===== src/rtl/axi_lite_pkg.sv =====
// Shared AXI4-Lite response codes and timer register map.
// Imported by the timer front end and its counter core.
package axi_lite_pkg;

  localparam logic [1:0] RESP_OKAY   = 2'b00;
  localparam logic [1:0] RESP_SLVERR = 2'b10;

  localparam logic [11:0] TMR_CTRL     = 12'h000;
  localparam logic [11:0] TMR_STATUS   = 12'h004;
  localparam logic [11:0] TMR_COUNT    = 12'h008;
  localparam logic [11:0] TMR_COMPARE  = 12'h00C;
  localparam logic [11:0] TMR_PRESCALE = 12'h010;

  localparam int CTRL_EN          = 0;
  localparam int CTRL_AUTO_RELOAD = 1;
  localparam int CTRL_IRQ_EN      = 2;

  typedef enum logic [2:0] {
    SEL_NONE,
    SEL_CTRL,
    SEL_STATUS,
    SEL_COUNT,
    SEL_COMPARE,
    SEL_PRESCALE
  } reg_sel_e;

  function automatic logic [31:0] strb_merge(
    input logic [31:0] cur,
    input logic [31:0] wdata,
    input logic [3:0]  strb
  );
    logic [31:0] r;
    r = cur;
    for (int i = 0; i < 4; i++) begin
      if (strb[i]) r[8*i +: 8] = wdata[8*i +: 8];
    end
    return r;
  endfunction

endpackage


===== src/rtl/timer_core.sv =====
// Prescaler, 32-bit COUNT, compare and sticky match flag.
// Register writes arrive as enables from the AXI front end.
module timer_core
  import axi_lite_pkg::*;
(
  input  logic        clk,
  input  logic        reset,
  input  logic        en,
  input  logic        auto_reload,
  input  logic [15:0] prescale,
  input  logic        prescale_we,
  input  logic        count_we,
  input  logic [31:0] count_wdata,
  input  logic [3:0]  count_wstrb,
  input  logic [31:0] compare,
  input  logic        status_clr,
  output logic [31:0] count,
  output logic        match
);

  logic [15:0] presc_q;
  logic        tick;
  logic        eq;
  logic        hit;

  assign tick = en & (presc_q == prescale);
  assign eq   = (count == compare);
  // A software COUNT write swallows the tick, including its match
  assign hit  = tick & ~count_we & eq;

  always_ff @(posedge clk or posedge reset) begin
    if (reset) begin
      presc_q <= '0;
    end else if (prescale_we) begin
      presc_q <= '0;
    end else if (en) begin
      presc_q <= tick ? '0 : presc_q + 16'd1;
    end
  end

  always_ff @(posedge clk or posedge reset) begin
    if (reset) begin
      count <= '0;
    end else if (count_we) begin
      count <= strb_merge(count, count_wdata, count_wstrb);
    end else if (tick) begin
      count <= (eq & auto_reload) ? '0 : count + 32'd1;
    end
  end

  // New match has priority over a same-cycle clear
  always_ff @(posedge clk or posedge reset) begin
    if (reset) begin
      match <= 1'b0;
    end else begin
      match <= hit | (match & ~status_clr);
    end
  end

endmodule


===== src/rtl/axi_lite_timer.sv =====
// AXI4-Lite responder for the prescaled timer/compare block.
// Holds CTRL, COMPARE, PRESCALE and the AW/W/B and AR/R channels.
module axi_lite_timer
  import axi_lite_pkg::*;
#(
  parameter int ADDR_W = 12
) (
  input  logic              clk,
  input  logic              reset,
  input  logic [ADDR_W-1:0] s_awaddr,
  input  logic              s_awvalid,
  output logic              s_awready,
  input  logic [31:0]       s_wdata,
  input  logic [3:0]        s_wstrb,
  input  logic              s_wvalid,
  output logic              s_wready,
  output logic [1:0]        s_bresp,
  output logic              s_bvalid,
  input  logic              s_bready,
  input  logic [ADDR_W-1:0] s_araddr,
  input  logic              s_arvalid,
  output logic              s_arready,
  output logic [31:0]       s_rdata,
  output logic [1:0]        s_rresp,
  output logic              s_rvalid,
  input  logic              s_rready,
  output logic              irq
);

  logic              aw_held;
  logic              w_held;
  logic [ADDR_W-3:0] aw_idx_q;
  logic [31:0]       w_data_q;
  logic [3:0]        w_strb_q;

  logic              aw_hs;
  logic              w_hs;
  logic              ar_hs;
  logic              commit;
  logic [ADDR_W-3:0] wr_idx;
  logic [31:0]       wr_data;
  logic [3:0]        wr_strb;
  reg_sel_e          wr_sel;
  reg_sel_e          rd_sel;
  logic [31:0]       rd_word;

  logic [2:0]        ctrl_q;
  logic [31:0]       compare_q;
  logic [15:0]       prescale_q;
  logic [31:0]       count;
  logic              match;

  logic [3:0]        unused_addr;
  assign unused_addr = {s_awaddr[1:0], s_araddr[1:0]};

  function automatic reg_sel_e decode(
    input logic [ADDR_W-3:0] idx
  );
    logic [ADDR_W-1:0] a;
    a = {idx, 2'b00};
    unique case (1'b1)
      a == ADDR_W'(TMR_CTRL):     decode = SEL_CTRL;
      a == ADDR_W'(TMR_STATUS):   decode = SEL_STATUS;
      a == ADDR_W'(TMR_COUNT):    decode = SEL_COUNT;
      a == ADDR_W'(TMR_COMPARE):  decode = SEL_COMPARE;
      a == ADDR_W'(TMR_PRESCALE): decode = SEL_PRESCALE;
      default:                    decode = SEL_NONE;
    endcase
  endfunction

  assign s_awready = ~aw_held & ~s_bvalid;
  assign s_wready  = ~w_held & ~s_bvalid;
  assign s_arready = ~s_rvalid;

  assign aw_hs  = s_awvalid & s_awready;
  assign w_hs   = s_wvalid & s_wready;
  assign ar_hs  = s_arvalid & s_arready;
  assign commit = (aw_held | aw_hs) & (w_held | w_hs);

  // Live channel values bypass the holding regs on the completing edge
  assign wr_idx  = aw_held ? aw_idx_q : s_awaddr[ADDR_W-1:2];
  assign wr_data = w_held ? w_data_q : s_wdata;
  assign wr_strb = w_held ? w_strb_q : s_wstrb;

  assign wr_sel = decode(wr_idx);
  assign rd_sel = decode(s_araddr[ADDR_W-1:2]);

  always_ff @(posedge clk or posedge reset) begin
    if (reset) begin
      aw_held  <= 1'b0;
      w_held   <= 1'b0;
      aw_idx_q <= '0;
      w_data_q <= '0;
      w_strb_q <= '0;
      s_bvalid <= 1'b0;
      s_bresp  <= RESP_OKAY;
    end else begin
      if (aw_hs) aw_idx_q <= s_awaddr[ADDR_W-1:2];
      if (w_hs) begin
        w_data_q <= s_wdata;
        w_strb_q <= s_wstrb;
      end
      aw_held <= ~commit & (aw_held | aw_hs);
      w_held  <= ~commit & (w_held | w_hs);
      if (commit) begin
        s_bvalid <= 1'b1;
        s_bresp  <= (wr_sel == SEL_NONE) ? RESP_SLVERR : RESP_OKAY;
      end else if (s_bready) begin
        s_bvalid <= 1'b0;
      end
    end
  end

  always_ff @(posedge clk or posedge reset) begin
    if (reset) begin
      ctrl_q     <= '0;
      compare_q  <= '0;
      prescale_q <= '0;
    end else if (commit) begin
      case (wr_sel)
        SEL_CTRL: begin
          if (wr_strb[0]) ctrl_q <= wr_data[2:0];
        end
        SEL_COMPARE: begin
          compare_q <= strb_merge(compare_q, wr_data, wr_strb);
        end
        SEL_PRESCALE: begin
          if (wr_strb[0]) prescale_q[7:0]  <= wr_data[7:0];
          if (wr_strb[1]) prescale_q[15:8] <= wr_data[15:8];
        end
        default: ;
      endcase
    end
  end

  timer_core u_core (
    .clk         (clk),
    .reset       (reset),
    .en          (ctrl_q[CTRL_EN]),
    .auto_reload (ctrl_q[CTRL_AUTO_RELOAD]),
    .prescale    (prescale_q),
    .prescale_we (commit & (wr_sel == SEL_PRESCALE)),
    .count_we    (commit & (wr_sel == SEL_COUNT)),
    .count_wdata (wr_data),
    .count_wstrb (wr_strb),
    .compare     (compare_q),
    .status_clr  (commit & (wr_sel == SEL_STATUS) & wr_strb[0] & wr_data[0]),
    .count       (count),
    .match       (match)
  );

  assign irq = match & ctrl_q[CTRL_IRQ_EN];

  always_comb begin
    rd_word = '0;
    case (rd_sel)
      SEL_CTRL:     rd_word[2:0]  = ctrl_q;
      SEL_STATUS:   rd_word[0]    = match;
      SEL_COUNT:    rd_word       = count;
      SEL_COMPARE:  rd_word       = compare_q;
      SEL_PRESCALE: rd_word[15:0] = prescale_q;
      default: ;
    endcase
  end

  always_ff @(posedge clk or posedge reset) begin
    if (reset) begin
      s_rvalid <= 1'b0;
      s_rdata  <= '0;
      s_rresp  <= RESP_OKAY;
    end else if (ar_hs) begin
      s_rvalid <= 1'b1;
      s_rdata  <= rd_word;
      s_rresp  <= (rd_sel == SEL_NONE) ? RESP_SLVERR : RESP_OKAY;
    end else if (s_rready) begin
      s_rvalid <= 1'b0;
    end
  end

endmodule


===== config.mk =====
export PLATFORM = sky130hd
export DESIGN_NAME = axi_lite_timer
export DESIGN_NICKNAME = d
export VERILOG_FILES = /design/src/rtl/axi_lite_pkg.sv /design/src/rtl/timer_core.sv /design/src/rtl/axi_lite_timer.sv
export SDC_FILE = /design/constraint.sdc
export NUM_CORES = 1
export LEC_CHECK = 0
export CAP_MARGIN = 20
export CORE_MARGIN = 8
export CORE_UTILIZATION = 60
export DETAILED_ROUTE_END_ITERATION = 12
export HOLD_SLACK_MARGIN = 0.06
export MAX_ROUTING_LAYER = met4
export PLACE_DENSITY = 0.88
export SETUP_SLACK_MARGIN = 0.05
export SLEW_MARGIN = 5
export SYNTH_ARGS = -nofsm -noshare
export SYNTH_HDL_FRONTEND = slang
export SYNTH_SLANG_ARGS = --single-unit

===== constraint.sdc =====
create_clock -name clk -period 19.4 [get_ports clk]
set_input_delay 3.88 -clock clk [delete_from_list [all_inputs] [get_ports clk]]
set_output_delay 3.88 -clock clk [all_outputs]
set_load 0.05 [all_outputs]

==> out/metrics.yaml <==
run_status:
  status: "complete, no violations"
final_layout:
  syn_to_final_growth_pct: 19.10
  fill_cells: 1141
  final_cells: 1300
  n_antenna_cell: 0
  nNetsFinal: 1140
  final_cell_mix: "183 x dfrtp_1, 115 x nor2_1, 102 x clkdlybuf4s50_1"
  final_common_cell: "dfrtp_1"
  drive_gt1_frac: 0.1153
critical_path:
  required_ns: 19.73
  max_stage_delay_ns: 0.78
  crit_buf_inv: 2
  cp-end-kind: "flop"
  startpoint_type: "primary input"
  cp.depth: 8
  cpMaxStageDelayCell: "o21ai_1"
  crit_family: "compound AO/OA/AOI/OAI gates"
  crit_path_end: "u_core.count[3]"
  worstSetupPathType: "primary input to flop"
  setup.worst_path.start: "s_awaddr[3]"
  reg2reg_depth: 7
  r2r_slack_ns: 15.97
  arrival_ns: 7.06
  crit_fanout: 28
  rr_endpoint: "u_core.count[3]"
  r2r-start: "aw_held"
  cp_cell_sequence: "clkdlybuf4s50_1 > or3b_2 > a221oi_1 > o21ai_2 > buf_4 > o21ai_1 > mux2_2 > a21o_1"
synth:
  ys_types: 62
  ys_seq_area_frac: 0.4824
  synth_top_family_by_area: "simple AND/OR/NAND/NOR gates"
  synth_mux_area_frac: 0.09674
  synth_ff_type: "dfrtp_1"
  synth_xor_area_frac: 0.05230
  synthSimpleGateAreaFrac: 0.1695
  synth_area_sq_um: 9545
  async_flop_share: 1.000
  synth_adder_area_share: 0.002622
  synth_seq_cells: 184
  synth_compound_area_frac: 0.1620
  synth_edf_count: 0
  avgSynthCellArea_sq_um: 9.652
  syn_inst: 989
  ys_warn_count: 0
timing:
  worstMarginPinSlew_ns: 0.9592
  hold_viol: 0
  holdWs_ns: 0.4791
  tns_ns: 0
  drv_slew: 0
  rsz0062_at_grt: "no"
  period_share: 0.3468
  setup_viol: 0
  min_period_ns: 6.727
  fin_skew_ns: 0.01273
  fmax_mhz: 148.6
  relSlewSlack: 0.3605
  postLayoutSetupSlackWorst_ns: 12.67
routing:
  ant_nets: 0
  wl_per_cell_um: 20.40
  num_vias: 8285
  drt_pass1_iterations: 6
  drt-total-wl_mm: 26.52
  drc: 0
  via_per_inst: 6.373
  dr.first_iter.drc_count: 1109
grt:
  grt_max_degree: 77
  overflow: 0
  antenna_found_initial: 0
  grt_pass1_vias: 8067
  grt_pass1_wl_mm: 42.43
  grt_usage: 0.2761
die:
  rows: 46
  fp.coreArea_sq_um: 15710
  die_height_um: 142.1
  dieArea_sq_um: 20200
  io_pins: 109
  die_w_um: 142.1
  start_util: 0.6075
clock_network:
  cts_tree: "yes"
  clk_latency_ns: 0.44
  root_buffer: "clkbuf_16"
  htreeDepth: 4
  post_cts.repair.setup_buffers: 0
  ctsHoldBuffers: 0
  cts_buffers: 17
  cts_buffer_depth: 2
  cts.reportedPaths.clkPinSlew_ns: 0.07
  cts_resized: 0
  clock_sinks: 184
place:
  place_hpwl_mm: 18.83
  pre_cts_slack_ns: 12.26
  portBuffers: 102
  place.gp.congestion: 0.9507
  place_inst: 1266
power:
  vdd_drop_max_mv: 0.08198
  p_leak_nw: 4.756
  p_per_area_nw_per_um2: 111.7
run:
  maxCapViolCount: 0
worst_hold_path:
  hold_path_class: "flop to flop"
==> power by group <==
group | internal (W) | switching, W | total [W]
registers | 0.000462 | 0.0000704 | 0.000533
logic | 0.000159 | 0.000217 | 0.000376
clock network | 0.000208 | 0.000153 | 0.000360
==> metrics by stage <==
stage	power, W	cell area (sq um)	util
after floorplan	0.0007876	9549	-
after global placement	0.0008899	10750	0.6839
after detailed placement	0.0009061	10750	0.6839
after CTS	0.001268	11360	0.7227
after global routing	0.001324	11370	0.7235
final	0.001269	11370	0.7235
==> synthesized netlist by cell type (19+ instances only) <==
cell | number | area (sq um)
a221oi_1 | 19 | 166.4
a21oi_1 | 58 | 290.3
mux2i_1 | 36 | 360.4
o21ai_0 | 75 | 375.4
inv_1 | 24 | 90.09
nand3_1 | 25 | 125.1
xor2_1 | 42 | 367.9
dfrtp_1 | 184 | 4604
nor3_1 | 22 | 110.1
nand2_1 | 82 | 307.8
mux2_2 | 50 | 563.0
clkbuf_1 | 48 | 180.2
nor2_1 | 116 | 435.4
==> how the worst min path moves through the flow <==
stage                 start           end  cells past startpoint
6_report        s_rdata[11]   s_rdata[11]                      2
4_1_cts         s_rdata[13]   s_rdata[13]                      2
5_1_grt          s_rdata[0]    s_rdata[0]                      2
2_1_floorplan  w_data_q[31]  w_data_q[31]                      1
3_5_place_dp    s_rdata[11]   s_rdata[11]                      2
3_3_place_gp     s_rdata[0]    s_rdata[0]                      2
==> metal layers <==
metal | up-vias | track usage | part of all wire
li1 | 3734 | - | -
met1 | 4024 | 0.3649 | 0.42
met2 | 472 | 0.4148 | 0.45
met3 | 55 | 0.05703 | 0.099
met4 | 0 | 0.09949 | 0.026
met5 | - | - | 0
==> sequential cells by signal, summed over array words and instances (netlist names), 3 cells and up <==
name,cells
aw_idx_q,10
w_strb_q,4
w_data_q,32
u_core.count,32
compare_q,32
s_rdata,32
prescale_q,16
u_core.presc_q,16
ctrl_q,3
==> cells by family after synthesis <==
kind of cell	after synthesis
other	1
buffers and inverters	82
AND/OR/NAND/NOR	337
adder cells (fa/ha/maj)	2
flip-flops	184
multiplexers	86
AO/OA/AOI/OAI	240
XOR/XNOR	57
==> worst min-delay path, cell delays in order, from the launching register on <==
cell     delay [ns]
dfrtp_1        0.34
nand2_1        0.05
o21ai_0        0.06
==> cell type report <==
class	instances	area, sq um	share of cell area
multi-input cells	724	4633	0.4075
well taps	216	270.3	0.02377
inverters	24	95.09	0.008365
clock buffers	19	442.9	0.03896
flip-flops and latches	184	4606	0.4051
repair buffers	120	1154	0.1015
clock inverters	13	167.7	0.01475
No activity file was read; power rests on OpenSTA's default activity.
